`src/rtl/prim_pad_in_filter.sv`:
```
// Pad input conditioner: 2-flop synchronizer, per-pad stability filter,
// registered level/edge outputs and sticky edge-event flags.
module prim_pad_in_filter #(
  parameter int NumPads  = 4,
  parameter int CntWidth = 8
) (
  input  logic                clk_i,
  input  logic                rst_ni,
  input  logic [NumPads-1:0]  pad_i,
  input  logic [NumPads-1:0]  en_i,
  input  logic [CntWidth-1:0] thresh_i,
  input  logic [NumPads-1:0]  clr_i,
  output logic [NumPads-1:0]  filt_o,
  output logic [NumPads-1:0]  rise_o,
  output logic [NumPads-1:0]  fall_o,
  output logic [NumPads-1:0]  evt_rise_o,
  output logic [NumPads-1:0]  evt_fall_o
);

  typedef enum logic {
    IDLE  = 1'b0,
    COUNT = 1'b1
  } state_e;

  logic [NumPads-1:0]  s1_p0;
  logic [NumPads-1:0]  s2_p1;
  state_e              state_p2  [NumPads];
  state_e              state_nxt [NumPads];
  logic [CntWidth-1:0] cnt_p2    [NumPads];
  logic [CntWidth-1:0] cnt_nxt   [NumPads];
  logic [NumPads-1:0]  filt_nxt;
  logic [NumPads-1:0]  rise_nxt;
  logic [NumPads-1:0]  fall_nxt;
  logic [NumPads-1:0]  evt_rise_nxt;
  logic [NumPads-1:0]  evt_fall_nxt;

  // Saturating increment; the >= compare normally stops the count first.
  function automatic logic [CntWidth-1:0] cnt_inc(input logic [CntWidth-1:0] c);
    return (&c) ? c : c + 1'b1;
  endfunction

  // Filter decision stage: compare synchronized level against held level
  always_comb begin
    for (int i = 0; i < NumPads; i++) begin
      state_nxt[i] = state_p2[i];
      cnt_nxt[i]   = cnt_p2[i];
      filt_nxt[i]  = filt_o[i];
      if (!en_i[i] || (s2_p1[i] == filt_o[i])) begin
        state_nxt[i] = IDLE;
        cnt_nxt[i]   = '0;
      end else if (state_p2[i] == IDLE) begin
        if (thresh_i == '0) begin
          filt_nxt[i] = s2_p1[i];
        end else begin
          cnt_nxt[i]   = CntWidth'(1);
          state_nxt[i] = COUNT;
        end
      end else if (cnt_p2[i] >= thresh_i) begin
        filt_nxt[i]  = s2_p1[i];
        cnt_nxt[i]   = '0;
        state_nxt[i] = IDLE;
      end else begin
        cnt_nxt[i] = cnt_inc(cnt_p2[i]);
      end
    end
  end

  assign rise_nxt     = filt_nxt & ~filt_o;
  assign fall_nxt     = ~filt_nxt & filt_o;
  // Set has priority over clear in the same cycle.
  assign evt_rise_nxt = rise_o | (evt_rise_o & ~clr_i);
  assign evt_fall_nxt = fall_o | (evt_fall_o & ~clr_i);

  // Register stage: synchronizer pair, filter state and all outputs
  always_ff @(posedge clk_i) begin
    if (!rst_ni) begin
      s1_p0      <= '0;
      s2_p1      <= '0;
      filt_o     <= '0;
      rise_o     <= '0;
      fall_o     <= '0;
      evt_rise_o <= '0;
      evt_fall_o <= '0;
      for (int i = 0; i < NumPads; i++) begin
        state_p2[i] <= IDLE;
        cnt_p2[i]   <= '0;
      end
    end else begin
      s1_p0      <= pad_i;
      s2_p1      <= s1_p0;
      filt_o     <= filt_nxt;
      rise_o     <= rise_nxt;
      fall_o     <= fall_nxt;
      evt_rise_o <= evt_rise_nxt;
      evt_fall_o <= evt_fall_nxt;
      for (int i = 0; i < NumPads; i++) begin
        state_p2[i] <= state_nxt[i];
        cnt_p2[i]   <= cnt_nxt[i];
      end
    end
  end

endmodule

```
`config.mk`:
```
export PLATFORM = sky130hd
export DESIGN_NAME = prim_pad_in_filter
export DESIGN_NICKNAME = d
export VERILOG_FILES = /design/src/rtl/prim_pad_in_filter.sv
export SDC_FILE = /design/constraint.sdc
export NUM_CORES = 1
export LEC_CHECK = 0
export CAP_MARGIN = 15
export CELL_PAD_IN_SITES_DETAIL_PLACEMENT = 1
export CELL_PAD_IN_SITES_GLOBAL_PLACEMENT = 1
export CORE_AREA = 4 4 141 75
export CTS_BUF_LIST = sky130_fd_sc_hd__clkbuf_8
export CTS_CLUSTER_SIZE = 10
export DETAILED_ROUTE_END_ITERATION = 16
export DIE_AREA = 0 0 145 79
export PLACE_DENSITY_LB_ADDON = 0.1
export SETUP_SLACK_MARGIN = 0.1
export SLEW_MARGIN = 20
export SYNTH_ARGS = -nofsm -noshare
export SYNTH_HDL_FRONTEND = slang
export SYNTH_SLANG_ARGS = --single-unit
```
`constraint.sdc`:
```
create_clock -name clk_i -period 2.45 [get_ports clk_i]
set_clock_uncertainty 0.2 [all_clocks]
set_input_delay 0.49 -clock clk_i [delete_from_list [all_inputs] [get_ports clk_i]]
set_output_delay 0.49 -clock clk_i [all_outputs]
set_load 0.005 [all_outputs]
```
==> metrics <==
crit path max-delay cell type=or4_1; Post-Syn Instances=417; first-pass GRT wire length=18,300 um; Final min period=2250 ps; Layout fillers=1,111; Final Cell Area=4660 sq um; Synth Register Bits=64; Area growth syn-to-layout=26.8%; Cell Chain, Critical Path=dlygate4sd2_1 > inv_2 > ha_1 > a21oi_1 > o21ai_1 > a21oi_2 > nand3_1 > or4_1 > nand3_1; Clock Path Buffers=2; met1 Use GR=24.6%; worst skew pair latency=350 ps; Int Power=0.00161 W; Rows=25; sw frac=24.4%; vias in the first global route=3,672; crit-path max FO=4; total gr overflow=0; Die X=145 um; # diodes=0; smallest hold slack=236 ps; Reg power frac=49.6%; worst hold path type=register to register; Setup violations, final=0; post-route clock period utilization=91.9%; Max Cap Viol=0; CTS Buf Count=9; Chip Height=79 um; Setup TNS Final=0 ps; Max transition margin=56.6%; status=completed; required time of the critical path=2540 ps; clock group share of total power=42.8%; Routed Antenna Nets=0; clock sinks=64; Setup crit start kind=primary input; Root Buffer=clkbuf_8; CTS tree=yes; leak pwr=1.79 nW; Crit path max-delay family=simple AND/OR/NAND/NOR gates; DR WL/cell=17.6 um; vias per cell=5.59; sw power=0.000518 W; met3 usage=4.96%; pin count of the biggest net entering global routing=15; Arr. time, crit path=2340 ps; Synth Flop Type=dfxtp_1; buffers and inverters on the worst path=2; top-level port count=42; # hold bufs at CTS=0; Post-Synthesis Net Count=475; Hold Fails Final Rpt=0; RSZ-0062 raised after global routing=yes; synth unique cells=68; DR iter-0 viols=153; mapped cell area=3670 sq um; Fmax=444 MHz; critical path's largest stage delay=490 ps; CP Capture Type=register; via count=3,478; Core Area=9290 sq um; yosys warns=0; Post-synth EDFFs=0; Port-buffer cells=41; Detailed Route WL=10,900 um; Clock Pin Slew Worst Setup and Hold Paths=70 ps; met2 Usage GRT=35.0%; Final Util=50.2%; GRT Resource Usage Total=19.9%; Peak VDD IR=239 uV; final-stage net count=555; Pwr per Cell Area=456 nW/um^2; busiest grt layer=met2; Initial Utilization=39.6%; most frequent CP cell=nand3_1; DP Wirelength=8610 um; drt drc=0; H-tree depth=3; dpl cells=604; initial antenna violation count=0; die area=11,500 sq um; GP Congestion=0.853; Seq/Total Area, Yosys=34.9%; worst slew pin tran=648 ps; kind of critical path=primary input to register; TritonRoute pass-1 iters=4; syn avg cell area=8.81 sq um; final count of pins violating max slew=0; Area after DPL=4440 sq um; combinational fraction of design power=7.6%; final cell count without fillers=622; Synth async-reset ratio=0%; layout cells sized above 1=18.0%
-- registers in the layout, indices dropped and copies added, names as in the netlist --
register and count:
cnt_p2 32, evt_fall_o 4, evt_rise_o 4, fall_o 4, filt_o 4, rise_o 4
s1_p0 4, s2_p1 4, state_p2 4
-- layer usage --
layer	up-vias	share of wire, %
met4	0	0.60
met2	50	48
met3	5	3.7
li1	1693	-
met1	1730	47
met5	-	0
-- synthesized netlist by cell type, types with 2 or more instances --
library cell / number / share of area [%]
dfxtp_1: 64 / 35
nand2_1: 40 / 4.1
ha_1: 36 / 12
a21oi_1: 27 / 3.7
nor2_1: 24 / 2.5
nand3_1: 20 / 2.7
o21ai_0: 20 / 2.7
inv_1: 19 / 1.9
nor2b_1: 14 / 2.4
nor3_1: 14 / 1.9
and2_1: 12 / 2.0
nand4_1: 10 / 1.7
o21a_1: 10 / 2.0
nand2b_1: 9 / 1.5
a211oi_1: 7 / 1.4
a31oi_1: 7 / 1.2
and3_1: 5 / 0.85
xnor2_1: 4 / 0.95
a21o_1: 3 / 0.61
a21oi_2: 3 / 0.72
buf_2: 3 / 0.41
mux2i_1: 3 / 0.82
nor4b_1: 3 / 0.72
o211ai_1: 3 / 0.61
o21ai_1: 3 / 0.41
a211oi_2: 2 / 0.68
a41oi_1: 2 / 0.48
nor2_2: 2 / 0.34
nor2_4: 2 / 0.61
nor3_2: 2 / 0.54
nor3b_1: 2 / 0.41
nor4_4: 2 / 1.2
o21ai_2: 2 / 0.48
o21bai_1: 2 / 0.41
o221a_2: 2 / 0.61
o31ai_1: 2 / 0.41
-- logic make-up (layout without fill, tap and decap cells) --
logic type                 Yosys count  in the layout  share of synthesized area, %
AOI/OAI and AO/OA                  112            112                          22.2
xor gates and xnor gates             5              5                          1.19
adders and majority gates           36             36                          12.3
buffers and inverters               25            109                          2.76
DFF                                 64             64                          34.9
muxes                                3              3                         0.817
and+or+nand+nor                    172            172                          25.9
-- final timing paths --
check | startpoint | end | slack, ps | cells past startpoint
setup / recovery | thresh_i[7] | cnt_p2[2][5]$_SDFFE_PP0P_ | 200 | 9
hold / removal | s1_p0[0]$_SDFF_PN0_ | s2_p1[0]$_SDFF_PN0_ | 240 | 1
setup reg to reg | cnt_p2[1][1]$_SDFFE_PP0P_ | cnt_p2[1][0]$_SDFFE_PP0P_ | 280 | 6
hold reg to reg | s1_p0[0]$_SDFF_PN0_ | s2_p1[0]$_SDFF_PN0_ | 240 | 1
-- layout by cell type, fill, tap and decap left out, types with 4 or more instances in the layout --
| cell type | instances |
|---|---|
| a211oi_1 | 6 |
| a21oi_1 | 26 |
| a21oi_2 | 4 |
| a31oi_1 | 7 |
| and2_1 | 12 |
| and3_1 | 5 |
| buf_4 | 33 |
| clkbuf_8 | 10 |
| clkdlybuf4s50_1 | 33 |
| dfxtp_1 | 64 |
| dlygate4sd2_1 | 4 |
| ha_1 | 36 |
| inv_1 | 14 |
| inv_2 | 7 |
| nand2_1 | 40 |
| nand2b_1 | 9 |
| nand3_1 | 20 |
| nand4_1 | 10 |
| nor2_1 | 24 |
| nor2b_1 | 14 |
| nor3_1 | 14 |
| o21a_1 | 10 |
| o21ai_0 | 17 |
| o21ai_1 | 5 |
| xnor2_1 | 4 |
-- stage by stage --
step	total power (W)	setup WS, ps
2_1_floorplan	0.00115	240
3_3_place_gp	0.00123	-530
3_5_place_dp	0.00124	-611
4_1_cts	0.00215	111
5_1_grt	0.00221	97.5
6_report	0.00212	197
-- power groups by stage --
stage	Sequential, W	Combinational, W	Clock (W)
final	0.00105	0.000161	0.000909
after detailed placement	0.00108	0.000161	0
after global routing	0.00106	0.000177	0.000981
after CTS	0.00105	0.000160	0.000938
after floorplan	0.00108	0.0000758	0
after global placement	0.00108	0.000150	0
-- final cells by class --
class | instances | area, sq um | share of cell area [%]
inverter | 19 | 71.3 | 1.53
multi-input combinational | 328 | 2310 | 49.7
timing repair buffer | 75 | 654 | 14.0
tap | 121 | 151 | 3.25
sequential | 64 | 1280 | 27.5
clock inverter | 5 | 50.0 | 1.07
clock buffer | 10 | 138 | 2.95
-- what timing repair did --
action	4_1_cts	5_1_grt
setup endpoints to repair	47	21
gates resized for setup	20	10
pin swaps	2	2
hold endpoints to repair	0	0
setup buffers	2	1
(Power assumes the default switching activity.)
